## src/rtl/branch_resolve_ctrl_if.sv

```systemverilog
// Branch request and fetch-redirect channels between the EX-stage pipeline
// and the branch resolution controller.
//   master : pipeline / fetch side (drives the branch, accepts the redirect)
//   slave  : branch_resolve_ctrl
interface branch_resolve_ctrl_if #(
  parameter int PC_W = 32
);
  // Branch request from EX
  logic            br_valid;
  logic            br_ready;
  logic [2:0]      br_cond;
  logic            br_nullify;
  logic            br_backward;
  logic [PC_W-1:0] br_target;
  logic            flag_z;
  logic            flag_n;
  logic            flag_c;
  logic            flag_v;
  logic            flag_odd;

  // Redirect towards the IF-stage PC mux
  logic            redirect_valid;
  logic            redirect_ready;
  logic [PC_W-1:0] redirect_pc;

  modport master (
    output br_valid, br_cond, br_nullify, br_backward, br_target,
           flag_z, flag_n, flag_c, flag_v, flag_odd, redirect_ready,
    input  br_ready, redirect_valid, redirect_pc
  );

  modport slave (
    input  br_valid, br_cond, br_nullify, br_backward, br_target,
           flag_z, flag_n, flag_c, flag_v, flag_odd, redirect_ready,
    output br_ready, redirect_valid, redirect_pc
  );
endinterface

```

## src/rtl/branch_resolve_ctrl.sv

```systemverilog
// Conditional-branch resolution controller (EX stage).
// Accepts one compare-and-branch at a time, evaluates its 3-bit condition
// against the ALU flags sampled at acceptance, pulses resolved/taken and the
// delay-slot nullify, then issues a redirect + IF/ID flush for taken branches.
// ID is held while a branch is in flight.
// Optional feature: define BR_STATS_EN to add saturating taken/not-taken
// counters; otherwise the counter outputs are tied to zero.
module branch_resolve_ctrl #(
  parameter int PC_W   = 32,
  parameter int STAT_W = 16
) (
  input  logic              clk,
  input  logic              reset,
  branch_resolve_ctrl_if.slave bus,
  output logic              flush_if,
  output logic              nullify_ds,
  output logic              hold_id,
  output logic              resolved,
  output logic              taken,
  output logic [STAT_W-1:0] stat_taken,
  output logic [STAT_W-1:0] stat_not_taken
);

  typedef enum logic [1:0] {
    S_IDLE  = 2'd0,
    S_EVAL  = 2'd1,
    S_ISSUE = 2'd2
  } state_t;

  state_t          state_q, state_d;

  // Registered outputs and their next values
  logic            resolved_q,       resolved_d;
  logic            taken_q,          taken_d;
  logic            nullify_q,        nullify_d;
  logic            flush_q,          flush_d;
  logic            redirect_valid_q, redirect_valid_d;
  logic [PC_W-1:0] redirect_pc_q,    redirect_pc_d;

  logic            accept;
  logic            cond_met;
  logic            redirect_fire;

  assign accept        = (state_q == S_IDLE) && bus.br_valid;
  assign redirect_fire = redirect_valid_q && bus.redirect_ready;

  // Branch condition evaluated on the flags presented in the acceptance cycle;
  // the registered outcome is the only copy of the flags the FSM needs later.
  always_comb begin
    // NOTE: every always_comb output gets a default first so no path can
    // leave it unassigned and infer a latch.
    cond_met = 1'b0;
    unique case (bus.br_cond)
      3'b000: cond_met = 1'b0;
      3'b001: cond_met = bus.flag_z;
      3'b010: cond_met = bus.flag_n ^ bus.flag_v;
      3'b011: cond_met = bus.flag_z | (bus.flag_n ^ bus.flag_v);
      3'b100: cond_met = bus.flag_c;
      3'b101: cond_met = bus.flag_z | bus.flag_c;
      3'b110: cond_met = bus.flag_v;
      3'b111: cond_met = bus.flag_odd;
      default: cond_met = 1'b0;
    endcase
  end

  // Next-state and next-output logic for IDLE -> EVAL -> (ISSUE) -> IDLE.
  always_comb begin
    state_d          = state_q;
    resolved_d       = 1'b0;
    nullify_d        = 1'b0;
    flush_d          = 1'b0;
    taken_d          = taken_q;
    redirect_valid_d = redirect_valid_q;
    redirect_pc_d    = redirect_pc_q;

    unique case (state_q)
      S_IDLE: begin
        if (accept) begin
          state_d       = S_EVAL;
          resolved_d    = 1'b1;
          taken_d       = cond_met;
          // Delay slot is squashed for a taken forward or a not-taken
          // backward branch when the ,n completer is present.
          nullify_d     = bus.br_nullify && (cond_met == !bus.br_backward);
          redirect_pc_d = bus.br_target;
        end
      end
      S_EVAL: begin
        if (taken_q) begin
          state_d          = S_ISSUE;
          redirect_valid_d = 1'b1;
          flush_d          = 1'b1;
        end else begin
          state_d = S_IDLE;
        end
      end
      S_ISSUE: begin
        if (redirect_fire) begin
          state_d          = S_IDLE;
          redirect_valid_d = 1'b0;
        end
      end
      default: state_d = S_IDLE;
    endcase
  end

  // State and registered-output flops with synchronous reset.
  always_ff @(posedge clk) begin
    // NOTE: sequential state uses non-blocking assignments so every flop
    // samples pre-edge values regardless of statement order.
    if (reset) begin
      state_q          <= S_IDLE;
      resolved_q       <= 1'b0;
      taken_q          <= 1'b0;
      nullify_q        <= 1'b0;
      flush_q          <= 1'b0;
      redirect_valid_q <= 1'b0;
      redirect_pc_q    <= '0;
    end else begin
      state_q          <= state_d;
      resolved_q       <= resolved_d;
      taken_q          <= taken_d;
      nullify_q        <= nullify_d;
      flush_q          <= flush_d;
      redirect_valid_q <= redirect_valid_d;
      redirect_pc_q    <= redirect_pc_d;
    end
  end

  assign bus.br_ready       = (state_q == S_IDLE);
  assign hold_id            = (state_q != S_IDLE) || bus.br_valid;
  assign bus.redirect_valid = redirect_valid_q;
  assign bus.redirect_pc    = redirect_pc_q;
  assign resolved           = resolved_q;
  assign taken              = taken_q;
  assign nullify_ds         = nullify_q;
  assign flush_if           = flush_q;

`ifdef BR_STATS_EN
  logic [STAT_W-1:0] stat_taken_q;
  logic [STAT_W-1:0] stat_not_taken_q;

  // Saturating outcome counters, bumped in the EVAL cycle of each branch.
  always_ff @(posedge clk) begin
    if (reset) begin
      stat_taken_q     <= '0;
      stat_not_taken_q <= '0;
    end else if (state_q == S_EVAL) begin
      if (taken_q) begin
        if (stat_taken_q != '1) stat_taken_q <= stat_taken_q + 1'b1;
      end else begin
        if (stat_not_taken_q != '1) stat_not_taken_q <= stat_not_taken_q + 1'b1;
      end
    end
  end

  assign stat_taken     = stat_taken_q;
  assign stat_not_taken = stat_not_taken_q;
`else
  assign stat_taken     = '0;
  assign stat_not_taken = '0;
`endif

endmodule

```

## src/flat_wrapper.sv

```systemverilog
// flat-port wrapper written by rule: the top's interface ports become plain ports
module branch_resolve_ctrl_flat 
#(
  parameter int PC_W   = 32,
  parameter int STAT_W = 16
)
  (clk, reset, flush_if, nullify_ds, hold_id, resolved, taken, stat_taken, stat_not_taken, bus_br_valid, bus_br_cond, bus_br_nullify, bus_br_backward, bus_br_target, bus_flag_z, bus_flag_n, bus_flag_c, bus_flag_v, bus_flag_odd, bus_redirect_ready, bus_br_ready, bus_redirect_valid, bus_redirect_pc);
  branch_resolve_ctrl_if #(.PC_W(PC_W)) bus_i ();
  input  logic clk;
  input  logic reset;
  output logic flush_if;
  output logic nullify_ds;
  output logic hold_id;
  output logic resolved;
  output logic taken;
  output logic [STAT_W-1:0] stat_taken;
  output logic [STAT_W-1:0] stat_not_taken;
  input wire logic [$bits(bus_i.br_valid)-1:0] bus_br_valid;
  input wire logic [$bits(bus_i.br_cond)-1:0] bus_br_cond;
  input wire logic [$bits(bus_i.br_nullify)-1:0] bus_br_nullify;
  input wire logic [$bits(bus_i.br_backward)-1:0] bus_br_backward;
  input wire logic [$bits(bus_i.br_target)-1:0] bus_br_target;
  input wire logic [$bits(bus_i.flag_z)-1:0] bus_flag_z;
  input wire logic [$bits(bus_i.flag_n)-1:0] bus_flag_n;
  input wire logic [$bits(bus_i.flag_c)-1:0] bus_flag_c;
  input wire logic [$bits(bus_i.flag_v)-1:0] bus_flag_v;
  input wire logic [$bits(bus_i.flag_odd)-1:0] bus_flag_odd;
  input wire logic [$bits(bus_i.redirect_ready)-1:0] bus_redirect_ready;
  output wire logic [$bits(bus_i.br_ready)-1:0] bus_br_ready;
  output wire logic [$bits(bus_i.redirect_valid)-1:0] bus_redirect_valid;
  output wire logic [$bits(bus_i.redirect_pc)-1:0] bus_redirect_pc;
  assign bus_i.br_valid = bus_br_valid;
  assign bus_i.br_cond = bus_br_cond;
  assign bus_i.br_nullify = bus_br_nullify;
  assign bus_i.br_backward = bus_br_backward;
  assign bus_i.br_target = bus_br_target;
  assign bus_i.flag_z = bus_flag_z;
  assign bus_i.flag_n = bus_flag_n;
  assign bus_i.flag_c = bus_flag_c;
  assign bus_i.flag_v = bus_flag_v;
  assign bus_i.flag_odd = bus_flag_odd;
  assign bus_i.redirect_ready = bus_redirect_ready;
  assign bus_br_ready = bus_i.br_ready;
  assign bus_redirect_valid = bus_i.redirect_valid;
  assign bus_redirect_pc = bus_i.redirect_pc;
  branch_resolve_ctrl #(.PC_W(PC_W), .STAT_W(STAT_W)) u_core (.clk(clk), .reset(reset), .bus(bus_i), .flush_if(flush_if), .nullify_ds(nullify_ds), .hold_id(hold_id), .resolved(resolved), .taken(taken), .stat_taken(stat_taken), .stat_not_taken(stat_not_taken));
endmodule
```

## config.mk

```make
export PLATFORM = sky130hd
export DESIGN_NAME = branch_resolve_ctrl_flat
export DESIGN_NICKNAME = d
export VERILOG_FILES = /design/src/rtl/branch_resolve_ctrl_if.sv /design/src/rtl/branch_resolve_ctrl.sv /design/src/flat_wrapper.sv
export SDC_FILE = /design/constraint.sdc
export NUM_CORES = 1
export LEC_CHECK = 0
export CORE_MARGIN = 8
export CORE_UTILIZATION = 38
export CTS_CLUSTER_DIAMETER = 50
export DETAILED_ROUTE_END_ITERATION = 10
export PLACE_DENSITY = 0.85
export SLEW_MARGIN = 20
export SYNTH_ARGS = -nofsm -noshare
export SYNTH_HDL_FRONTEND = slang
export SYNTH_SLANG_ARGS = --single-unit
```

## constraint.sdc

```tcl
create_clock -name clk -period 2.8 [get_ports clk]
set_input_delay 0.56 -clock clk [delete_from_list [all_inputs] [get_ports clk]]
set_output_delay 0.56 -clock clk [all_outputs]
set_load 0.005 [all_outputs]
```

Word-level counts from Yosys, hierarchy flattened
Cells that the tools add are included.

storage, ports and cells
  output and inout bits = 71
  logic and storage cells = 51
  register bits = 39

cells by class
  mux-type cells = 10
  reduce and logical (&&, ||, !) cells = 15
  eq/ne operators = 13
  bitwise operators = 6

operators by type and width
  operator                                                          count
  3-bit == test (second input constant)                             4
  1-bit one-hot mux with 8 select lines                             1
  3-bit by 2-bit == test with 1-bit output (second input constant)  2
  2-bit two-way mux                                                 3
  2-bit by 1-bit != test with 1-bit output (second input constant)  3
  2-bit one-hot mux with 3 select lines                             1
  1-bit two-way mux                                                 4
  2-bit AND reduction                                               2
  2-bit nonzero test                                                2
  2-bit OR reduction                                                2
  3-bit by 1-bit == test with 1-bit output (second input constant)  1
  1-bit logical AND                                                 3
  3-bit zero test                                                   1
  1-bit inverter                                                    3
  3-bit AND reduction                                               1
  3-bit OR reduction                                                1
  2-bit by 1-bit == test with 1-bit output (second input constant)  1
  2-bit == test (second input constant)                             1
  2-bit zero test                                                   1
  1-bit bitwise OR                                                  2
  1-bit one-hot mux with 2 select lines                             1
  1-bit == test                                                     1
  1-bit zero test                                                   1
  1-bit logical OR                                                  1
  1-bit bitwise XOR                                                 1

Logic depth before layout (Yosys ltp)
  word-level depth = 5
  mapped depth = 7
  mapped depth without buffers = 6

Least setup slack after synthesis
Ideal clock, no wire load.

  path kind = flip-flop to output port
  from = register u_core.state_q[0]
  to = output port hold_id
  cell stages (with the launch flop) = 5
  data arrival time = 0.834 ns
  buffers on the path = 0
  required time = 2.240 ns
  slack = 1.406 ns
  cell sequence = dfxtp_1 -> inv_1 -> ha_1 -> nor2b_1 -> inv_1

on the way
  longest elaborated chain between the ends = 2

ends and longest elaborated chain
  element                   line                        RTL
  start: declaration        branch_resolve_ctrl.sv:30   state_t state_q, state_d;
  start signal: assignment  branch_resolve_ctrl.sv:120  state_q <= state_d;
  2-bit nonzero test        branch_resolve_ctrl.sv:131  assign hold_id = (state_q != S_IDLE) || bus.br_valid;
  1-bit logical OR          branch_resolve_ctrl.sv:131
  end: declaration          flat_wrapper.sv:13          output logic hold_id;

No other way between the ends.

Final worst setup path
  from = input port bus_br_valid
  to = output port hold_id

on the way
  longest elaborated chain between the ends = 1

ends and longest elaborated chain
  element             line                        RTL
  start: declaration  flat_wrapper.sv:18          input wire logic [$bits(bus_i.br_valid)-1:0] bus_br_valid;
  1-bit logical OR    branch_resolve_ctrl.sv:131

No other way between the ends.

==> impl_results.md <==
- R2r startpoint: u_core.state_q[1]
- Metal3 WL: between 300 and 400 µm
- Clk_skew: 0.00447 ns
- Final period util: 0.813
- Initial antenna violation count: 0
- Status: finished, final reports clean
- Site row count: 24
- Die X: 83.4 µm
- Core ar.: approximately 4400 µm²
- Required @ worst endpoint: 2.24 ns
- Min Tclk post-route: approximately 2.3 ns
- First-pass GRT wire length: about 7200 µm
- Arrival @ worst endpoint: between 1.5 and 2 ns
- Area occupied by multi-input gates: between 700 and 800 µm²
- Yosys warnings: 0
- Dpl cells: around 340
- Setup repair bufs after CTS: 0
- CTS Hold Bufs: 0
- Final max-slew violation count: 0
- Post-synth EDFFs: 0
- Crit Reg-Reg Endpoint: u_core.bus.redirect_pc[17]
- Metal1 wirelength: about 1700 µm
- Count of cell types in the netlist: 26
- DRT antenna net count: 0
- Peak Freq: 439 MHz
- Final hold vios: 0
- Clk slew on worst S/H paths: 0.07 ns
- Diode count: 0
- Reg2reg setup slack: between 1 and 1.5 ns
- Max_slew headroom: 0.594
- CTS H-tree depth: 2
- Port buffer count: 84
- Area Growth Syn to Fin: 47.0%
- Asr flop ratio synth: 0
- Final WL: roughly 4500 µm
- Pleak: roughly 1.0 nW
- Setup crit end kind: primary output
- DR WL met2: about 2300 µm
- Initial DRT Pass Iterations: 4
- Sw Pwr: roughly 0.0003 W
- FILL cells: between 400 and 500
- Routed vias: roughly 1500
- Die Footprint: just under 7000 µm²
- CTS tree: yes
- WP buf/inv: 3
- GR Overflow Total: 0
- Slowest stage delay, CP: around 0.46 ns
- Worst Setup Path Type: input port to primary output
- Number of global-route vias before repair: 1493
- Longest Clk Path Bufs: 2
- Power per Cell Area: between 400 and 500 nW/µm²
- Iteration-0 DRC Markers: 31
- Post-synthesis area per instance: ~8.0 µm²
- Register area: roughly 780 µm²
- Sequential-to-total area share from yosys stat: 0.452
- Share of cells above drive strength 1: 0.0302
- Critical Path Fanout Max: 4
- Comb power frac: 0.210
- Stages on the worst setup path: 4
- Final cell count without fillers: 350
- Highest Signal Layer: met4
- CTS buffer count: 5
- # IOs: ~120
- Max VDD drop: 193 µV
- TritonCTS Sinks: 39
- Post-cts repair resize count: 0
- Routed WL per cell: 12.9 µm
- Nets@finish: 346
- CP most frequent cell: clkdlybuf4s50_1
- Max stage delay cell, worst path: clkdlybuf4s50_1
- Hold Crit Class: flop to flop
- Post-synthesis cell count: about 220
- Total GRT Usage: 0.122
- Post-DP HPWL: roughly 3500 µm
- GPL Wtd Cong: 0.745
- Cells along the critical path: clkdlybuf4s50_1 -> nor2b_1 -> inv_1 -> clkdlybuf4s50_1
- Mapped cell area: 1730 µm²
- Largest net degree at the start of global routing: 39
- DRC viols: 0
- Max-Cap Viols: 0
- Sw frac: 0.248
- Slew @ Worst Pin: 0.608 ns
- Setup crit start: bus_br_valid
- Starting Density: 0.397
- Root Buffer: clkbuf_8
- Sequential power share: 0.501
- Via density: approximately 4.4
- Post-synthesis register bit count: 39
- Final setup violation count: 0
- Clk network pwr share: 0.290
- Unrepaired setup endpoints after global routing: false
- Worst Setup Start Kind: input port
- Total negative slack: 0 ns
- Die Ht: around 83 µm
- Crit path max-delay family: buffers and inverters
- Ys flop type: dfxtp_1
- Worst reg2reg path depth: 6
- Setup crit end: hold_id
- Pint: 0.000914 W
- Worst skew pair latency: between 0.2 and 0.3 ns
-- layout make-up --
cell class / count / area share
clock buffers: 7 / 0.0301
flip-flops and latches: 39 / 0.308
well taps: 52 / 0.0256
repair buffers: 87 / 0.340
multi-input cells: 160 / 0.289
clock inverters: 1 / 0.00197
inverters: 4 / 0.00591
-- how the worst min path moves through the flow --
| stage | cells past startpoint | from | slack (ns) | end |
|---|---|---|---|---|
| global route | 2 | u_core.bus.redirect_pc[5] | 0.47 | u_core.bus.redirect_pc[5] |
| floorplan | 2 | u_core.bus.redirect_pc[0] | 0.45 | u_core.bus.redirect_pc[0] |
| detailed placement | 2 | u_core.bus.redirect_pc[5] | 0.45 | u_core.bus.redirect_pc[5] |
| finish | 2 | u_core.bus.redirect_pc[28] | 0.45 | u_core.bus.redirect_pc[28] |
| global placement | 2 | u_core.bus.redirect_pc[28] | 0.44 | u_core.bus.redirect_pc[28] |
| CTS | 2 | u_core.bus.redirect_pc[5] | 0.46 | u_core.bus.redirect_pc[5] |
-- metrics by stage --
step	cell area [µm²]	utilization	setup slack, ns	power (W)	hold slack, ns
floorplan	1840	-	1.41	0.000759	0.453
global placement	2460	0.564	0.556	0.000872	0.441
detailed placement	2460	0.564	0.518	0.000878	0.446
CTS	2540	0.583	0.510	0.00123	0.455
global route	2540	0.583	0.473	0.00128	0.466
finish	2540	0.583	0.524	0.00121	0.453
-- layout by cell type (no fill, tap or decap) --
cell,n
clkdlybuf4s50_1,84
nand2_1,68
dfxtp_1,39
a21oi_1,34
conb_1,32
clkbuf_8,5
inv_1,4
nor2_1,4
nand3_1,3
ha_1,3
buf_4,3
o21ai_0,2
mux2i_1,2
clkbuf_1,2
nor2b_1,1
and2_1,1
o211ai_1,1
a2bb2oi_1,1
xor2_1,1
o21a_1,1
a221o_1,1
nand3b_1,1
a21boi_1,1
nand2b_1,1
a211oi_1,1
or3_1,1
clkinv_2,1
-- synth_stat cells, types with 2 or more instances --
library cell | number | share of area
a21oi_1 | 34 | 0.099
buf_2 | 5 | 0.014
buf_4 | 33 | 0.14
buf_6 | 3 | 0.020
clkbuf_1 | 2 | 0.0043
dfxtp_1 | 39 | 0.45
ha_1 | 3 | 0.022
inv_1 | 4 | 0.0087
mux2i_1 | 2 | 0.012
nand2_1 | 68 | 0.15
nand3_1 | 3 | 0.0087
nor2_1 | 4 | 0.0087
o21ai_0 | 2 | 0.0058
-- power groups by stage --
| stage | Clock [W] | Combinational (W) | Sequential, W |
|---|---|---|---|
| 3_3_place_gp | 0 | 0.000253 | 0.000619 |
| 6_report | 0.000352 | 0.000255 | 0.000608 |
| 4_1_cts | 0.000365 | 0.000258 | 0.000608 |
| 5_1_grt | 0.000386 | 0.000282 | 0.000613 |
| 2_1_floorplan | 0 | 0.000135 | 0.000624 |
| 3_5_place_dp | 0 | 0.000257 | 0.000621 |
-- worst reg2reg max path: cells and delay by family (launching register included) --
kind,cells,cell delay (ns)
compound gates,1,0.14
buf+inv,2,0.41
simple gates,2,0.55
fa+ha+maj,1,0.23
flops,1,0.36
-- logic make-up (layout without fill, tap and decap cells) --
kind of cell / count (synthesis) / count (layout) / share of synthesized area
adders and majority gates: 3 / 3 / 0.0217
xor gates and xnor gates: 1 / 1 / 0.00507
other: 1 / 32 / 0.00217
DFF: 39 / 39 / 0.452
AOI/OAI and AO/OA: 42 / 42 / 0.133
and+or+nand+nor: 80 / 80 / 0.184
muxes: 2 / 2 / 0.0116
buffers and inverters: 47 / 99 / 0.191
-- metal layers --
layer,track usage,vias to the layer above
met2,0.214,62
li1,-,786
met1,0.124,687
met3,0.0537,4
met4,0.0479,0
met5,0,-
-- flip-flops by register name, indices dropped and copies added (netlist names) --
signal and count:
u_core.nullify_ds 1, u_core.flush_if 1, u_core.state_q 2, u_core.taken 1, u_core.bus.redirect_valid 1, u_core.resolved 1
u_core.bus.redirect_pc 32
No activity file was read; power rests on OpenSTA's default activity.
